### src/rtl/irq_pkg.sv
// Shared widths and types for the irq_encoder request arbiter.
package irq_pkg;

  localparam int IRQ_N = 8;
  localparam int IRQ_W = 3;

  typedef logic [IRQ_N-1:0] irq_vec_t;
  typedef logic [IRQ_W-1:0] irq_code_t;

  function automatic irq_vec_t irq_onehot(input irq_code_t idx);
    irq_vec_t v;
    v = '0;
    v[idx] = 1'b1;
    return v;
  endfunction

endpackage

### src/rtl/prio_enc4.sv
// Combinational 4-to-2 priority encoder; the highest set input index wins.
module prio_enc4 (
  input  logic [3:0] in,
  output logic [1:0] code,
  output logic       any
);

  always_comb begin
    code = 2'd0;
    any  = 1'b1;
    casez (in)
      4'b1???: code = 2'd3;
      4'b01??: code = 2'd2;
      4'b001?: code = 2'd1;
      4'b0001: code = 2'd0;
      default: any  = 1'b0;
    endcase
  end

endmodule

### src/rtl/irq_encoder.sv
// Registered 8-to-3 priority encoder with sticky pending bits and valid/ack handshake.
// Optional IRQ_ENCODER_MASK_EN adds a mask input that excludes bits from arbitration.
module irq_encoder
  import irq_pkg::*;
(
  input  logic       clk,
  input  logic       rst_n,
  input  logic [7:0] req,
  input  logic       ack,
`ifdef IRQ_ENCODER_MASK_EN
  input  logic [7:0] mask,
`endif
  output logic [2:0] code,
  output logic       valid,
  output logic [7:0] pending
);

  irq_vec_t  pending_q, pending_d;
  irq_code_t code_q, code_d;
  logic      valid_q, valid_d;

  irq_vec_t  clear;
  irq_vec_t  eligible;
  logic [1:0] hi_code, lo_code;
  logic       hi_any, lo_any;
  irq_code_t  winner;
  logic       winner_any;

  // Set wins over clear: req is ORed in after the served bit is removed.
  always_comb begin
    clear     = (valid_q && ack) ? irq_onehot(code_q) : '0;
    pending_d = (pending_q & ~clear) | req;
`ifdef IRQ_ENCODER_MASK_EN
    eligible  = pending_d & ~mask;
`else
    eligible  = pending_d;
`endif
  end

  prio_enc4 u_enc_hi (
    .in   (eligible[7:4]),
    .code (hi_code),
    .any  (hi_any)
  );

  prio_enc4 u_enc_lo (
    .in   (eligible[3:0]),
    .code (lo_code),
    .any  (lo_any)
  );

  assign winner     = hi_any ? {1'b1, hi_code} : {1'b0, lo_code};
  assign winner_any = hi_any | lo_any;

  // The presented code is frozen until acknowledged, even if a higher index arrives.
  always_comb begin
    valid_d = valid_q;
    code_d  = code_q;
    if (!valid_q || ack) begin
      valid_d = winner_any;
      code_d  = winner_any ? winner : '0;
    end
  end

  always_ff @(posedge clk or negedge rst_n) begin
    if (!rst_n) begin
      pending_q <= '0;
      valid_q   <= 1'b0;
      code_q    <= '0;
    end else begin
      pending_q <= pending_d;
      valid_q   <= valid_d;
      code_q    <= code_d;
    end
  end

  assign code    = code_q;
  assign valid   = valid_q;
  assign pending = pending_q;

endmodule

### config.mk
export PLATFORM = sky130hd
export DESIGN_NAME = irq_encoder
export DESIGN_NICKNAME = d
export VERILOG_FILES = /design/src/rtl/irq_pkg.sv /design/src/rtl/prio_enc4.sv /design/src/rtl/irq_encoder.sv
export SDC_FILE = /design/constraint.sdc
export NUM_CORES = 1
export LEC_CHECK = 0
export ABC_CLOCK_PERIOD_IN_PS = 1900
export CAP_MARGIN = 20
export CORE_AREA = 2 2 44 46
export CTS_BUF_LIST = sky130_fd_sc_hd__clkbuf_2 sky130_fd_sc_hd__clkbuf_4 sky130_fd_sc_hd__clkbuf_8
export DETAILED_ROUTE_END_ITERATION = 10
export DIE_AREA = 0 0 46 48
export DONT_BUFFER_PORTS = 1
export PLACE_DENSITY = 0.44
export SLEW_MARGIN = 20
export SYNTH_ARGS = -nofsm -noshare
export SYNTH_HDL_FRONTEND = slang
export SYNTH_SLANG_ARGS = --single-unit
### constraint.sdc
create_clock -name clk -period 1.9 [get_ports clk]
set_input_delay 0.285 -clock clk [delete_from_list [all_inputs] [get_ports clk]]
set_output_delay 0.285 -clock clk [all_outputs]
set_load 0.03 [all_outputs]
==> results.json <==
{
  "status": "completed",
  "antenna_cells": 0,
  "setup_violations": 0,
  "gp_congestion": 0.732,
  "end_kind": "flip-flop",
  "drv_slew": 0,
  "port_buffers": 0,
  "layout.cells.non_filler": 84,
  "wl_met3_um": 87,
  "cp.buffers_inverters": 0,
  "wl_per_cell_um": 15.3,
  "slew-limit-headroom_pct": 63.2,
  "path_class": "flip-flop to flip-flop",
  "startpoint_type": "flip-flop",
  "die-area_mm2": 0.00221,
  "coreArea_mm2": 0.00169,
  "initial_core_util_pct": 34.6,
  "ys_warn_count": 0,
  "syn_area_um2": 584,
  "clock_skew_ns": 0.00458,
  "ant_nets": 0,
  "synth_area_per_cell_um2": 11.2,
  "max_clock_freq_mhz": 565,
  "tns_ns": 0,
  "maxCapViolCount": 0,
  "antenna_found_initial": 0,
  "arrival_ns": 1.93,
  "leakagePower_nw": 0.260,
  "wl_mm": 1.28,
  "grt_max_degree": 13,
  "clk_pin_slew_ns": 0.08,
  "dp_cells": 79,
  "clock_path_buffers": 2,
  "die_h_um": 48,
  "worstPathCellList": "and3b_2 > a41oi_2 > nor4_2 > nand3b_1 > or4_1",
  "ys_seq_area_share_pct": 51.4,
  "htree_levels": 1,
  "worst_pin_slew_ns": 0.551,
  "dr_wl_met2_um": 616,
  "rows": 15,
  "synth_mux_area_share_pct": 0,
  "dp_hpwl_mm": 1.00,
  "layout.nets": 79,
  "synth_compound_area_share_pct": 19.1,
  "cts_root_buffer": "clkbuf_4",
  "required_ns": 2.06,
  "path_delay_family": "simple AND/OR/NAND/NOR gates",
  "fin_crit_sh_pct": 93.2,
  "postCtsSetupRepairBufs": 0,
  "m1WireLength_um": 545,
  "reg2reg_slack_ns": 0.13,
  "cts_buffers": 3,
  "cts_tree": "done",
  "max_stage_delay_ns": 0.41,
  "period_needed_ns": 1.77,
  "clock_latency_ns": 0.29,
  "drc_errors": 0,
  "syn_to_final_growth_pct": 24.0,
  "power_density_mw_per_mm2": 803,
  "overflow": 0,
  "vias": 454,
  "synth_top_family_by_area": "simple AND/OR/NAND/NOR gates",
  "final_hold_viol_count": 0,
  "power_w": 0.000582,
  "grt_use_total_pct": 13.5,
  "yosysUniqueCellTypes": 24,
  "synthCells": 52,
  "worstPathMaxFanout": 4,
  "crit_path_top_delay_cell": "dfrtp_1",
  "grt_pass1_vias": 450,
  "synth_seq_cells": 12,
  "drt_iter0_drc": 16,
  "maxUsedRoutingLayer": "met4",
  "via_per_inst": 5.40,
  "cts_sinks": 12,
  "dr.pass1.iters": 4,
  "grt_pass1_wl_mm": 2.00,
  "yosys.area_share.xor_xnor_pct": 0,
  "synth-simple-area-share_pct": 26.3,
  "die-width_um": 46,
  "ir_worst_vdd_mv": 0.437,
  "hold_class": "primary input to flip-flop",
  "synth_fa_ha_area_share_pct": 0,
  "io_pins": 23,
  "syn-num-nets": 63,
  "drive_gt1_share_pct": 40.3
}
## synthesized netlist by cell type, drive strengths merged
master,number,area [um^2]
nor2,9,33.8
and3,1,11.3
buf,1,11.3
or4,1,7.51
nor2b,1,6.26
inv,2,7.51
dfrtp,12,300
nand3b,3,22.5
a21oi,3,18.8
o221a,1,11.3
nand2,2,7.51
a21o,4,32.5
nand2b,1,6.26
a31oi,1,6.26
nor4,1,12.5
nor3b,2,20.0
and3b,1,10.0
a41oi,2,32.5
o21ai,2,10.0
and2b,2,16.3
## layout make-up
type | count | area (um^2)
Clock buffer | 4 | 36.3
Inverter | 2 | 7.51
Timing Repair Buffer | 12 | 92.6
Tap cell | 17 | 21.3
Fill cell | 165 | 965
Sequential cell | 12 | 302
Multi-Input combinational cell | 37 | 265
## kinds of logic (layout without fill, tap and decap cells)
group | count (synthesis) | count (layout)
simple gates | 24 | 24
compound gates | 13 | 13
flops | 12 | 12
buf+inv | 3 | 18
## state kept, by name, indices dropped and copies added (netlist names)
signal / cells
code: 3
pending: 8
valid: 1
## final timing paths
path / start / to / depth (start not counted)
max: code[0]$_DFFE_PN0P_ / valid$_DFFE_PN0P_ / 5
min in group asynchronous: rst_n / pending[4]$_DFF_PN0_ / 1
min: req[0] / pending[0]$_DFF_PN0_ / 1
min reg2reg: code[0]$_DFFE_PN0P_ / code[0]$_DFFE_PN0P_ / 1
max reg2reg: code[0]$_DFFE_PN0P_ / valid$_DFFE_PN0P_ / 5
max in group asynchronous: rst_n / code[1]$_DFFE_PN0P_ / 1
## per-stage QoR
| step | area [um^2] | hold slack (ns) | setup WS, ns | util (%) |
|---|---|---|---|---|
| final | 724 | 0.113 | 0.129 | 42.9 |
| after global routing | 724 | 0.119 | -0.000123 | 42.9 |
| after CTS | 723 | 0.113 | 0.0787 | 42.8 |
| after detailed placement | 677 | -0.0103 | 0.0949 | 40.1 |
| after global placement | 677 | -0.0103 | 0.127 | 40.1 |
| after floorplan | 584 | -0.0106 | 0.00541 | - |
## per-layer routing
layer | up-vias | global-route usage, %
li1 | 218 | -
met4 | 0 | 8.57
met1 | 215 | 16.7
met3 | 5 | 3.77
met5 | - | 0
met2 | 16 | 20.8
## timing repair
item | 4_1_cts | 5_1_grt
hold buffers | 1 | 0
endpoints found under the setup margin | 0 | 1
hold endpoints to repair | 12 | 0
gates resized for setup | 0 | 1
## cells in the final DEF (no fill, tap or decap), drive strengths merged, types with 2 or more instances in the layout
cell    count
dfrtp      12
a21o        4
a21oi       3
buf        11
nor2        9
a41oi       2
nand3b      3
o21ai       2
inv         2
nand2       2
clkbuf      4
nor3b       2
and2b       2
## power breakdown
part	leakage, nW	internal [W]	total (W)	switching (W)
combinational	0.130	0.0000412	0.0000947	0.0000535
sequential	0.109	0.000266	0.000276	0.00000977
clock	0.0210	0.000117	0.000211	0.0000945
(Power assumes the default switching activity.)
